File: src/rtl/bp_pkg.sv
// bp_pkg: shared types and constants for the branch resolve controller
package bp_pkg;
  localparam int INDEX_W = 6;
  localparam logic [31:0] PC_STEP = 32'd4;
  typedef struct packed {
    logic [INDEX_W-1:0] index;
    logic               pred_taken;
    logic [31:0]        pc;
  } bp_entry_t;
  typedef enum logic {IDLE, RECOVER} bp_state_e;
endpackage

File: src/rtl/bp_inflight_fifo.sv
// bp_inflight_fifo: in-order queue of predicted branches awaiting resolution
module bp_inflight_fifo
  import bp_pkg::*;
#(
  parameter int DEPTH = 4
) (
  input  logic      clk,
  input  logic      reset_n,
  input  logic      push,
  input  logic      pop,
  input  logic      flush,
  input  bp_entry_t din,
  output bp_entry_t head,
  output logic      full,
  output logic      empty
);
  localparam int AW = $clog2(DEPTH);
  localparam int CW = AW + 1;
  bp_entry_t mem [DEPTH];
  logic [AW-1:0] rd_ptr, wr_ptr;
  logic [CW-1:0] count;
  logic wr_en, rd_en;
  assign full  = count == CW'(DEPTH);
  assign empty = count == '0;
  assign head  = mem[rd_ptr];
  assign wr_en = push & ~full & ~flush;
  assign rd_en = pop & ~empty & ~flush;
  // pointer and occupancy tracking; flush drops everything including a same-cycle push
  always_ff @(posedge clk) begin
    if (!reset_n) begin
      rd_ptr <= '0;
      wr_ptr <= '0;
      count  <= '0;
    end else if (flush) begin
      rd_ptr <= wr_ptr;
      count  <= '0;
    end else begin
      wr_ptr <= wr_en ? wr_ptr + 1'b1 : wr_ptr;
      rd_ptr <= rd_en ? rd_ptr + 1'b1 : rd_ptr;
      count  <= count + CW'(wr_en) - CW'(rd_en);
    end
  end
  // entry storage, no reset needed since count gates visibility
  always_ff @(posedge clk) begin
    if (wr_en) mem[wr_ptr] <= din;
  end
endmodule

File: src/rtl/branch_resolve_ctrl.sv
// branch_resolve_ctrl: resolves predicted branches, updates the PHT and redirects on mispredict
module branch_resolve_ctrl #(
  parameter int INDEX_W = 6,
  parameter int DEPTH   = 4
) (
  input  logic               clk,
  input  logic               reset_n,
  input  logic               fetch_valid,
  input  logic [INDEX_W-1:0] fetch_index,
  input  logic               fetch_pred_taken,
  input  logic [31:0]        fetch_pc,
  input  logic               resolve_valid,
  input  logic               resolve_taken,
  input  logic [31:0]        resolve_target,
  output logic               full,
  output logic               upd_enable,
  output logic [INDEX_W-1:0] upd_index,
  output logic               upd_taken,
  output logic               redirect_valid,
  output logic [31:0]        redirect_pc,
  output logic [31:0]        mispredict_cnt,
  output logic               underflow_err
);
  import bp_pkg::*;
  bp_state_e state;
  bp_entry_t head, din;
  logic empty, idle, push, pop, mis;
  assign idle = state == IDLE;
  assign pop  = resolve_valid & ~empty & idle;
  assign mis  = pop & (resolve_taken != head.pred_taken);
  assign push = fetch_valid & ~full & idle;
  assign din  = '{index: fetch_index, pred_taken: fetch_pred_taken, pc: fetch_pc};
  bp_inflight_fifo #(.DEPTH(DEPTH)) fifo (
    .clk(clk),
    .reset_n(reset_n),
    .push(push),
    .pop(pop),
    .flush(mis),
    .din(din),
    .head(head),
    .full(full),
    .empty(empty)
  );
  // registered update/redirect strobes, recovery state and error/statistics counters
  always_ff @(posedge clk) begin
    if (!reset_n) begin
      state          <= IDLE;
      upd_enable     <= 1'b0;
      upd_index      <= '0;
      upd_taken      <= 1'b0;
      redirect_valid <= 1'b0;
      redirect_pc    <= '0;
      mispredict_cnt <= '0;
      underflow_err  <= 1'b0;
    end else begin
      state          <= mis ? RECOVER : IDLE;
      upd_enable     <= pop;
      upd_index      <= pop ? head.index : '0;
      upd_taken      <= pop & resolve_taken;
      redirect_valid <= mis;
      redirect_pc    <= mis ? (resolve_taken ? resolve_target : head.pc + PC_STEP) : '0;
      if (mis && ~&mispredict_cnt) mispredict_cnt <= mispredict_cnt + 32'd1;
      if (resolve_valid && empty && idle) underflow_err <= 1'b1;
    end
  end
endmodule

File: config.mk
export PLATFORM = sky130hd
export DESIGN_NAME = branch_resolve_ctrl
export DESIGN_NICKNAME = d
export VERILOG_FILES = /design/src/rtl/bp_pkg.sv /design/src/rtl/bp_inflight_fifo.sv /design/src/rtl/branch_resolve_ctrl.sv
export SDC_FILE = /design/constraint.sdc
export NUM_CORES = 1
export LEC_CHECK = 0
export ABC_AREA = 1
export BUFFER_PORTS_ARGS = -buffer_cell sky130_fd_sc_hd__clkbuf_2
export CAP_MARGIN = 5
export CORE_ASPECT_RATIO = 2
export CORE_UTILIZATION = 55
export CTS_BUF_LIST = sky130_fd_sc_hd__clkbuf_16
export CTS_CLUSTER_SIZE = 10
export DETAILED_ROUTE_END_ITERATION = 12
export PLACE_DENSITY = 0.77
export RECOVER_POWER = 25
export REMOVE_ABC_BUFFERS = 1
export SETUP_SLACK_MARGIN = 0.05
export SYNTH_ARGS = -nofsm -noshare
export SYNTH_HDL_FRONTEND = slang
export SYNTH_SLANG_ARGS = --single-unit
File: constraint.sdc
create_clock -name clk -period 5.35 [get_ports clk]
set_input_delay 0.2675 -clock clk [delete_from_list [all_inputs] [get_ports clk]]
set_output_delay 0.2675 -clock clk [all_outputs]
set_load 0.02 [all_outputs]
## Yosys cells after proc, flatten, opt, wreduce, memory -nomap -nowiden

Memory sizes are Yosys's and may differ from the RTL's. A register that Yosys moved wholly into a read port is not among the register bits.
Index checks and enable logic that the tools add are counted.

- Magnitude comparators: 0
- Shifts and indexed selects: 0
- Bitwise gates (word level): 15
- Multipliers: 0
- Divide/modulo/power cells: 0
- Reductions and logical operators: 11
- Add/subtract/negate cells: 6
- Equality and inequality tests: 2
- Muxes and demuxes: 8

Operator list:

| operator | count |
|---|---|
| adder 32 x 1 -> 32 bit (second input constant) | 1 |
| adder 32 x 3 -> 32 bit (second input constant) | 1 |
| 2-to-1 mux 32 bit | 1 |
| AND reduction 32 bit | 1 |
| AND 1 bit | 10 |
| 2-to-1 mux 2 bit | 4 |
| AND reduction 2 bit | 3 |
| NOT 1 bit | 5 |
| adder 2 x 1 -> 2 bit (second input constant) | 2 |
| adder 3 x 1 -> 3 bit | 1 |
| equality test 3 bit (second input constant) | 1 |
| logical AND 1 bit | 3 |
| zero test 3 bit | 1 |
| 2-to-1 mux 1 bit | 3 |
| subtractor 3 x 1 -> 3 bit | 1 |
| nonzero test 2 bit | 1 |
| OR reduction 2 bit | 1 |
| zero test 1 bit | 1 |
| != test 1 bit | 1 |

- Bits of input ports: 76
- Logic and storage cells: 54
- Bits in registers: 82
- Latch bits: 0
- Memory bits (read-only): 0
- Memory bits (writable): 156
- Memories: 1
- Output and inout port bits: 75

Memories:

| name | depth | width | rd ports | clocked after memory_dff | wr ports | line | source |
|---|---|---|---|---|---|---|---|
| fifo.mem | 4 | 39 | 1 | 1 | 1 | bp_inflight_fifo.sv:19 | `bp_entry_t mem [DEPTH];` |

## Longest topological paths before layout

Gate-level depths: netlist (run 1).

- Depth after elaboration: 11
- Gate-level depth with buffers: 17
- Mapped depth without buffers: 15

## Modules after synthesis

From an unflattened synthesis (run 1), not the netlist that was laid out.

- Cell total of the unflattened synthesis: 1133
- Area, all modules: 10645.2 um^2

Modules (own cells, without submodules):

| module | area an instance (um^2) | seq. area each (um^2) | times used | cells each |
|---|---|---|---|---|
| bp_inflight_fifo | 6493.7 | 4864.7 | 1 | 450 |
| branch_resolve_ctrl | 4151.5 | 1481.4 | 1 | 683 |

## Least setup slack after synthesis (run 1)

Ideal clock, no wire load.

- Path type: register to register
- Start: register with a tool-made name
- End: memory fifo.mem[0][0] in the netlist's numbering (enable)
- Setup time: 435 ps
- Data arrival time: 2805 ps
- Clock period less this slack: 3240 ps
- Buffers on the path: 1
- Data required time: 4915 ps
- Cell stages (with the launch flop): 11
- Setup slack: 2110 ps
- Cell sequence: dfxtp_1 buf_6 inv_6 nand2_1 nand3_1 nand2_1 xor2_2 nor2_2 inv_1 nand2_1 nor2_1

RTL lines:

| element | line |
|---|---|
| to (decl) | bp_inflight_fifo.sv:19 |

==> summary.txt, run 1 <==
Outcome
  – Status: completed

Pwr
  – P_leak: ~5.8 nW
  – PwrDens: between 400 and 500 nW/um^2
  – Max VDD drop: 322 uV

Drt
  – Iter 0 DRT Violations: around 420
  – DR WL/cell: 15.1 um
  – Via density: just over 5
  – Via count: between 9k and 10k
  – Final wirelength: approximately 27000 um
  – Drt drc: 0
  – DRT Pass-1 Iters: 5
  – Antenna-violating nets left: 0

Finish
  – Most common cell after layout, fill and taps aside: nand2_1
  – Commonest cells after routing, fill and taps aside: 451 x nand2_1, 173 x nor2_1, 156 x edfxtp_1
  – N_diodes: 0
  – Share of cells above drive strength 1: roughly an eighth
  – Synth-to-layout area growth: 18.0%
  – Final #Nets: ~1.6k

Synthesis
  – Syn Std Cell Area: around 11000 sq um
  – Post-synth top area share: a little over two fifths
  – Yosys top cell by area: edfxtp_1
  – Yosys warnings: 0
  – Library cells used by synthesis: 37
  – Syn avg cell area: roughly 8.4 sq um
  – Top cells by area, synth: edfxtp_1 42%, nand2_1 15%, dfxtp_1 15%
  – Register bit count reported by yosys: 239
  – Post-synthesis cell count: around 1.3k
  – Post-synthesis sequential area ratio: 56.8%

STA
  – Period minus WS final: about 3.5 ns
  – Worst hold slack: between 0.02 and 0.025 ns
  – Final period utilization: between 60% and 70%
  – Fin Setup TNS: 0 ns
  – Hold Vio Cnt, Final: 0
  – Final setup fails: 0
  – Relative slew margins: 19.4%
  – Peak Freq: about 290 MHz
  – Worst Tran Pin Value: roughly 1.2 ns
  – RSZ-0062 raised after global routing: no
  – Max Slew Vio Count: 0
  – Setup Skew: 0.0121 ns

Die
  – Die ar.: ~21000 sq um
  – Starting Density: about 56%
  – Area of the core: 19900 sq um
  – IO Count: 151
  – Core Rows: 73
  – Die height: roughly 200 um
  – Die width: between 100 and 150 um

Global route
  – Grt ovf: 0
  – First-pass GRT wire length: 42800 um
  – Total GRT Usage: a little over a quarter
  – Largest net degree at the start of global routing: 87
  – Initial antenna violation count: 0
  – Vias in the first global route: a little over 9k

Critical path
  – Critical path data required time: 5.49 ns
  – Max Fanout on Critical Path: 86
  – Crit path launch type: flip-flop
  – Setup CP Type: reg -> reg
  – Arrival time at the worst endpoint: around 3.6 ns
  – Crit end category: flip-flop

Placed design
  – Dpl hpwl: ~18000 um
  – Routability Congestion: around 0.94
  – I/O Buffers: 150

CTS
  – Post_cts resized: 0
  – Cts bufs inserted: 27
  – Worst skew pair latency: 0.53 ns
  – Clock-pin slew on the worst setup and hold paths: ~0.050 ns
  – Clk sink count: between 200 and 250
  – CTS tree: built
  – H-Tree Depth: 1
  – Clk buf depth: 3
  – Post-CTS Setup Inserts: 0
  – CTS root buffer: clkbuf_16
  – Cts hold-fix bufs: 45

Run
  – Maxcap violations: 0

Hold path
  – Worst hold path type: in -> reg
## critical path, cell delays in order, from the launching register on
cell and delay, ns:
dfxtp_2 0.36, buf_4 0.67, nand2_1 0.11, nand3_1 0.12, nand2_1 0.09, xor2_2 0.22, nor2_2 0.07, inv_1 0.07
nand2_1 0.30, nor2_4 1.02
## kinds of logic (layout without fill, tap and decap cells)
group                      Yosys count  in the layout  synth area share, %
AOI/OAI and AO/OA                   93             93                 4.31
xor gates and xnor gates            22             22                 1.79
adders and majority gates            9              9                 1.08
buffers and inverters              166            367                 6.79
DFF                                239            239                 56.8
and+or+nand+nor                    795            795                 29.2
## routing by layer
layer	part of all wire, %	GRT usage [%]
met1	35	27.1
met2	55	50.6
met3	5.3	3.46
met4	5.1	15.1
met5	0	0
## stage by stage
step | util, % | power, mW | std cells | area (sq um) | setup slack (ns)
2_1_floorplan | - | 3.52 | 1278 | 10900 | 0.293
5_1_grt | 66.2 | 5.94 | 1787 | 13200 | 1.62
3_5_place_dp | 60.4 | 4.01 | 1695 | 12000 | 1.87
3_3_place_gp | 60.4 | 3.97 | 1695 | 12000 | 1.95
6_report | 66.2 | 5.59 | 1787 | 13200 | 1.89
4_1_cts | 66.4 | 5.61 | 1787 | 13200 | 1.86
## power breakdown
part | switching, mW | internal [mW]
Combinational | 1.24 | 0.480
Sequential | 0.0658 | 2.23
Clock | 0.674 | 0.901
## final timing paths
kind | startpoint | endpoint | slack (ns) | cells past startpoint
setup reg to reg | flip-flop | fifo.mem[3][34]$_DFFE_PP_ | 1.89 | 9
setup / recovery | flip-flop | fifo.mem[3][34]$_DFFE_PP_ | 1.89 | 9
hold / removal | resolve_target[11] | redirect_pc[11]$_SDFF_PN0_ | 0.02 | 3
hold reg to reg | underflow_err$_SDFFE_PN0P_ | underflow_err$_SDFFE_PN0P_ | 0.49 | 2
## synth_stat cells
| master | instances |
|---|---|
| xnor2_1 | 5 |
| inv_2 | 5 |
| inv_1 | 114 |
| a32oi_1 | 1 |
| clkbuf_1 | 10 |
| o211ai_1 | 3 |
| buf_2 | 19 |
| a31oi_1 | 1 |
| and3_1 | 1 |
| nor4_1 | 1 |
| nand2_1 | 451 |
| nand2_2 | 5 |
| buf_8 | 1 |
| buf_4 | 7 |
| nand3b_1 | 1 |
| buf_1 | 1 |
| edfxtp_1 | 156 |
| inv_6 | 1 |
| o21ai_1 | 2 |
| o21ai_0 | 39 |
| buf_6 | 7 |
| nor3b_1 | 1 |
| xor2_1 | 16 |
| nand4_1 | 12 |
| and2_1 | 1 |
| nor2_1 | 177 |
| fa_1 | 1 |
| nor2_4 | 5 |
| nand3_1 | 115 |
| nor3_1 | 16 |
| a21oi_1 | 44 |
| dfxtp_1 | 83 |
| ha_1 | 8 |
| buf_12 | 1 |
| o22ai_1 | 3 |
| nor2_2 | 9 |
| xor2_2 | 1 |
## area by class of cell
class                   instances  area [sq um]
clock buffers                  27           676
fillers                      1667          6730
clock inverters                20          80.1
repair buffers                200          1200
inverters                     120           455
multi-input cells             919          4100
well taps                     262           328
flip-flops and latches        239          6350
## flip-flops by register name (all words and copies together), names as in the netlist, named ones only
name            count
mispredict_cnt     32
upd_index           6
redirect_pc        32
upd_taken           1
upd_enable          1
underflow_err       1
redirect_valid      1
fifo.mem          156
fifo.wr_ptr         2
fifo.count          3
fifo.rd_ptr         2
(Power assumes the default switching activity.)
==> inputs of run 2 (changes only) <==
Settings changed: CORE_UTILIZATION 55 to 52, PLACE_DENSITY 0.77 to 0.76.
Clock period 5.35 ns to 2.9 ns, I/O delays scaled along.
==> run 2 against run 1 <==
Effect of this change:
- routed wire length increased by 2.2%
- via count increased by 2.4%
- fmax increased by 36%
- hold slack improved by 0.076 ns
- flip-flop and latch count unchanged
- non-clock buffer count increased by 45
- critical endpoint is now redirect_pc[20]$_SDFF_PN0_
- largest cell class unchanged
- largest power group unchanged
- highest routed layer unchanged
==> summary.txt, run 2 (same netlist as run 1, synthesis figures left out) <==
Finish
  – Max reg flops: 156 (unchanged)
  – Most common cell after layout, fill and taps aside: nand2_1
  – Biggest regs: fifo.mem: 156 flops, mispredict_cnt: 32 flops, redirect_pc: 32 flops
  – Share of cells above drive strength 1: 12.8% (+0.73 points)
  – Largest reg by FF count: fifo.mem
  – Final instance area: 13700 sq um (+3.6%)
  – Commonest cells after routing, fill and taps aside: 451 x nand2_1, 173 x nor2_1, 156 x edfxtp_1
  – Fill count: 1733 (+4.0%)
  – Final #Nets: 1637 (+2.8%)
  – Synth-to-layout area growth: 22.3%

STA
  – Period minus WS final: 2.54 ns (-0.918 ns)
  – Worst Tran Pin Value: 0.931 ns (-0.274 ns)
  – Final period utilization: 87.7% (+23 points)
  – Final setup fails: 0 (unchanged)
  – Worst setup margin: 0.358 ns (-1.53 ns)
  – Peak Freq: 393 MHz (+36%)
  – Max Slew Vio Count: 0 (unchanged)
  – Setup Skew: 0.0134 ns (+0.00137 ns)
  – RSZ-0062 raised after global routing: no
  – Hold Vio Cnt, Final: 0 (unchanged)
  – Relative slew margins: 37.9% (+18 points)

Drt
  – Antenna-violating nets left: 0 (unchanged)
  – DRT Pass-1 Iters: 5 (unchanged)
  – Drt drc: 0 (unchanged)
  – DR WL/cell: 15.0 um (-0.80%)
  – Iter 0 DRT Violations: 460 (+9.8%)
  – Via density: 5.14 (-0.58%)
  – Via count: 9457 (+2.4%)
  – Final wirelength: 27700 um (+2.2%)

Die
  – Die width: 106 um (+2.8%)
  – Die height: 209 um (+2.8%)
  – Starting Density: 53.1% (-3.0 points)
  – Core Rows: 75 (+2.7%)
  – Area of the core: 21000 sq um (+5.6%)
  – IO Count: 151 (unchanged)
  – Die ar.: 22100 sq um (+5.7%)

Pwr
  – Clock power frac: 27.9% (-0.3 points)
  – Max VDD drop: 577 uV (+79%)
  – Net Sw Frac: 35.4% (about the same)
  – P_leak: 5.98 nW (+3.9%)
  – Internal Power: 6.78 mW (+88%)
  – Net switching power: 3.71 mW (+88%)
  – Logic pwr share: 31.7% (+1.0 points)
  – PwrDens: 768 nW/um^2 (+81%)
  – Total power: 10.5 mW (+88%)
  – Reg power frac: 40.5% (-0.6 points)

CTS
  – Clk buf depth: 3 (unchanged)
  – H-Tree Depth: 1 (unchanged)
  – Clock-pin slew on the worst setup and hold paths: 0.06 ns (about the same)
  – Post-CTS Setup Inserts: 0 (unchanged)
  – Cts bufs inserted: 27 (unchanged)
  – CTS root buffer: clkbuf_16
  – Clk sink count: 239 (unchanged)
  – Worst skew pair latency: 0.54 ns (about the same)
  – CTS tree: built

Critical path
  – Crit path launch type: flip-flop
  – Arrival time at the worst endpoint: 2.93 ns (-0.67 ns)
  – Critical path data required time: 3.29 ns (-2.20 ns)
  – Crit end category: flip-flop
  – Worst path slowest cell: dfxtp_2
  – Most common cell on crit path: nand2_1
  – Slowest stage delay, CP: 0.35 ns (-0.67 ns)
  – Critical path, cell by cell: inv_6, buf_4, nor2_1, nor2_1, o21ai_0, nand2_1, ha_1, inv_1, nor2_1, nand2_1, nor2_4, nand2_1, nor2_1, nand2_1, nand2_1, a21oi_1
  – Crit path buffers/inverters: 3 (+1)
  – Max Fanout on Critical Path: 26 (-70%)
  – CP top delay family: simple AND/OR/NAND/NOR gates
  – Setup CP Type: reg -> reg

Placed design
  – Placed Area: 12200 sq um (+1.5%)
  – I/O Buffers: 150 (unchanged)
  – Routability Congestion: 0.971 (+3.6%)
  – Pre-CTS setup slack: 0.439 ns (-1.43 ns)
  – Dpl hpwl: 19100 um (+3.8%)

Global route
  – Grt ovf: 0 (unchanged)
  – Vias in the first global route: 9329 (+2.6%)
  – Total GRT Usage: 25.5% (-1.3 points)
  – Largest net degree at the start of global routing: 59 (-32%)
  – First-pass GRT wire length: 43800 um (+2.3%)
  – Initial antenna violation count: 1 (+1)

Run
  – Maxcap violations: 0 (unchanged)

Hold path
  – Hold path start: fetch_valid
  – Worst hold path type: in -> reg

Outcome
  – Status: completed
==> run 2: repair_timing <==
item	4_1_cts	5_1_grt
hold buffers	74	0
endpoints found under the hold margin	190	0
gates resized for setup	0	0
==> run 2: worst min-delay path, cell delays in order <==
cell	delay (ns)
clkbuf_2	0.08
nand2_1	0.05
nor2_1	0.04
nand2_1	0.07
inv_1	0.08
nand2_1	0.07
a21oi_1	0.05
==> run 2: per-layer routing <==
metal | vias to the layer above | global-route usage (%) | share of wire (%)
li1 | 4736 | - | -
met1 | 4279 | 24.3 | 35
met2 | 335 | 49.4 | 54
met3 | 107 | 3.39 | 4.9
met4 | 0 | 16.7 | 5.9
met5 | - | 0 | 0
==> run 2: area by class of cell <==
cell class,instances,area [sq um],area share (%)
inverter,120,455,3.33
sequential,239,6350,46.5
timing repair buffer,245,1660,12.2
antenna,1,2.50,0.0183
clock inverter,21,83.8,0.614
clock buffer,27,676,4.95
tap,269,337,2.46
multi-input combinational,919,4100,30.0
==> run 2: final timing paths <==
kind | cells past startpoint | end | slack, ns
max reg2reg | 16 | redirect_pc[20]$_SDFF_PN0_ | 0.36
min reg2reg | 2 | underflow_err$_SDFFE_PN0P_ | 0.49
max | 16 | redirect_pc[20]$_SDFF_PN0_ | 0.36
min | 7 | fifo.wr_ptr[0]$_SDFFE_PN0P_ | 0.10
==> run 2: through the flow <==
stage / cells / utilization [%] / setup TNS [ns] / hold slack (ns)
2_1_floorplan: 1278 / - / -382.59 / 0.244
3_3_place_gp: 1718 / 58.0 / 0 / 0.358
3_5_place_dp: 1718 / 58.0 / 0 / 0.365
4_1_cts: 1840 / 65.2 / 0 / 0.0634
5_1_grt: 1841 / 65.0 / 0 / 0.140
6_report: 1841 / 65.0 / 0 / 0.100
==> run 2: power by group through the flow <==
stage	Combinational, mW	Clock [mW]	Sequential, mW
final	3.32	2.92	4.25
after global routing	3.74	3.09	4.28
after detailed placement	3.21	0	4.31
after CTS	3.31	2.96	4.25
after floorplan	2.00	0	4.49
after global placement	3.16	0	4.30
==> inputs of run 3 (changes only) <==
Settings changed: CORE_UTILIZATION 52 to 54, CTS_BUF_LIST sky130_fd_sc_hd__clkbuf_16 to sky130_fd_sc_hd__clkbuf_8, PLACE_DENSITY 0.76 to 0.79.
==> run 3 against run 2 <==
Effect of this change:
- worst setup slack improved by 0.048 ns
- utilization rose by 1.8 points
- global-route usage rose by 1.9 points
- combinational power barely moved
- critical endpoint is now mispredict_cnt[28]$_SDFFE_PN0P_
==> summary.txt, run 3 (same netlist as run 1, synthesis figures left out) <==
Pwr
  – Total power: 10.4 mW (-0.38%)
  – PwrDens: 768 nW/um^2 (about the same)
  – P_leak: 5.93 nW (-0.91%)
  – Max VDD drop: 574 uV (-0.66%)

Finish
  – Most common cell after layout, fill and taps aside: nand2_1
  – Synth-to-layout area growth: 21.8%
  – Final instance area: 13600 sq um (-0.39%)
  – Fill count: 1632 (-5.8%)
  – Max reg flops: 156 (unchanged)
  – Share of cells above drive strength 1: 13.6% (+0.83 points)
  – Commonest cells after routing, fill and taps aside: 451 x nand2_1, 173 x nor2_1, 156 x edfxtp_1
  – Largest reg by FF count: fifo.mem
  – Register area: 6350 sq um (unchanged)
  – Final #Nets: 1637 (unchanged)
  – Multi-input logic area: 4100 sq um (unchanged)
  – Biggest regs: fifo.mem: 156 flops, mispredict_cnt: 32 flops, redirect_pc: 32 flops

Global route
  – Initial antenna violation count: 0 (-1)
  – Largest net degree at the start of global routing: 60 (+1.7%)
  – Total GRT Usage: 27.3% (+1.9 points)
  – Vias in the first global route: 9612 (+3.0%)
  – First-pass GRT wire length: 45700 um (+4.2%)
  – Grt ovf: 0 (unchanged)

Die
  – Starting Density: 54.8% (+1.7 points)
  – Die width: 104 um (-1.8%)
  – IO Count: 151 (unchanged)
  – Core Rows: 74 (-1.3%)
  – Die ar.: 21300 sq um (-3.7%)
  – Die height: 205 um (-1.9%)
  – Area of the core: 20400 sq um (-3.1%)

STA
  – Peak Freq: 401 MHz (+1.9%)
  – Period minus WS final: 2.49 ns (-0.0478 ns)
  – Hold Vio Cnt, Final: 0 (unchanged)
  – Max Slew Vio Count: 0 (unchanged)
  – RSZ-0062 raised after global routing: no
  – Final setup fails: 0 (unchanged)
  – Worst Tran Pin Value: 0.938 ns (+0.00650 ns)
  – Fin Setup TNS: 0 ns (unchanged)
  – Relative slew margins: 37.5% (-0.43 points)
  – Final period utilization: 86.0% (-1.6 points)
  – Setup Skew: 0.0188 ns (+0.00535 ns)

CTS
  – Cts bufs inserted: 34 (+26%)
  – Post-CTS Setup Inserts: 0 (unchanged)
  – Clk buf depth: 3 (unchanged)
  – CTS tree: built
  – Post_cts resized: 0 (unchanged)
  – Cts hold-fix bufs: 72 (-2.7%)
  – Worst skew pair latency: 0.51 ns (-0.03 ns)
  – Clk sink count: 239 (unchanged)
  – Clock-pin slew on the worst setup and hold paths: 0.07 ns (about the same)
  – H-Tree Depth: 2 (+1)
  – CTS root buffer: clkbuf_8

Hold path
  – Cell depth of the worst min-delay path: 3 (-4)
  – Hold path start: reset_n
  – Worst hold path type: in -> reg
  – Hold Path End: underflow_err$_SDFFE_PN0P_

Drt
  – Drt drc: 0 (unchanged)
  – Via density: 5.26 (+2.4%)
  – Via count: 9701 (+2.6%)
  – Final wirelength: 29100 um (+5.1%)
  – Iter 0 DRT Violations: 498 (+8.3%)
  – Antenna-violating nets left: 0 (unchanged)
  – DRT Pass-1 Iters: 5 (unchanged)
  – DR WL/cell: 15.8 um (+4.9%)

Critical path
  – Worst setup path startpoint: mispredict_cnt[0]$_SDFFE_PN0P_
  – Crit Reg-Reg Endpoint: mispredict_cnt[28]$_SDFFE_PN0P_
  – Crit end category: flip-flop
  – Slack of the worst reg-to-reg path: 0.41 ns (+0.05 ns)
  – Worst R2R Start: mispredict_cnt[0]$_SDFFE_PN0P_
  – Critical path data required time: 3.34 ns (+0.05 ns)
  – R2R cell count: 11 (-5)
  – Max Fanout on Critical Path: 5 (-81%)
  – Crit path launch type: flip-flop
  – Setup CP Type: reg -> reg
  – Arrival time at the worst endpoint: 2.93 ns (about the same)

Outcome
  – Status: completed

Run
  – Maxcap violations: 0 (unchanged)

Placed design
  – I/O Buffers: 150 (unchanged)
  – Dpl hpwl: 19700 um (+2.7%)
  – Placed Area: 12200 sq um (-0.13%)
  – Routability Congestion: 0.940 (-3.2%)
-- run 3: changes by cell type in the layout (fill, tap and decap cells not counted) --
| cell | delta |
|---|---|
| clkinv_1 | +6 |
| inv_1 | -11 |
| clkbuf_8 | +40 |
| bufinv_16 | +4 |
| buf_12 | +2 |
| buf_4 | -7 |
| clkinv_2 | +3 |
| inv_6 | -1 |
| clkbuf_16 | -27 |
| dlygate4sd3_1 | -2 |
-- run 3: how the worst max path moves through the flow --
stage / endpoint / slack [ns]
6_report: mispredict_cnt[28]$_SDFFE_PN0P_ / 0.41
2_1_floorplan: fifo.mem[0][0]$_DFFE_PP_ / -2.16
3_5_place_dp: fifo.count[2]$_SDFF_PP0_ / 0.45
5_1_grt: fifo.count[2]$_SDFF_PP0_ / 0.17
3_3_place_gp: fifo.count[2]$_SDFF_PP0_ / 0.50
4_1_cts: fifo.count[2]$_SDFF_PP0_ / 0.41
-- run 3: routing by layer --
layer  vias up  wire length [um]  part of all wire, %  global-route usage (%)
li1       4735                 -                    -                       -
met1      4455             10000                   34                    26.2
met2       408             15900                   55                    53.4
met3       103              1610                  5.5                    4.31
met4         0              1580                  5.4                    17.4
met5         -                 0                    0                       0
-- run 3: stage by stage --
stage               utilization (%)  hold WS, ns  setup slack, ns  std cells
finish                         66.8       0.0740            0.406       1845
global route                   66.8       0.0653            0.173       1844
CTS                            67.0       0.0426            0.413       1844
detailed placement             59.8        0.365            0.445       1710
global placement               59.8        0.357            0.497       1710
floorplan                         -        0.244            -2.16       1278
-- run 3: critical path: stages (launching register included) --
cell and delay [ns]:
dfxtp_1 0.42, ha_1 0.25, nand2_1 0.08, inv_1 0.06, nand3_1 0.14, nor2_1 0.24
nand2_1 0.13, nor3_1 0.39, nand3_1 0.33, o21ai_0 0.23, nand2_1 0.07, nor2_1 0.09
-- run 3: cell type report --
class,count,share of cell area (%)
diodes,1,0.0184
clock buffers,40,4.05
clock inverters,22,1.41
inverters,120,3.35
multi-input cells,919,30.1
flip-flops and latches,239,46.7
well taps,266,2.45
repair buffers,238,12.0
-- run 3: where the power goes --
part | leakage, nW | total (mW) | switching [mW] | internal (mW)
Clock | 0.413 | 2.84 | 1.23 | 1.62
Combinational | 3.41 | 3.35 | 2.35 | 0.997
Sequential | 2.10 | 4.26 | 0.148 | 4.11
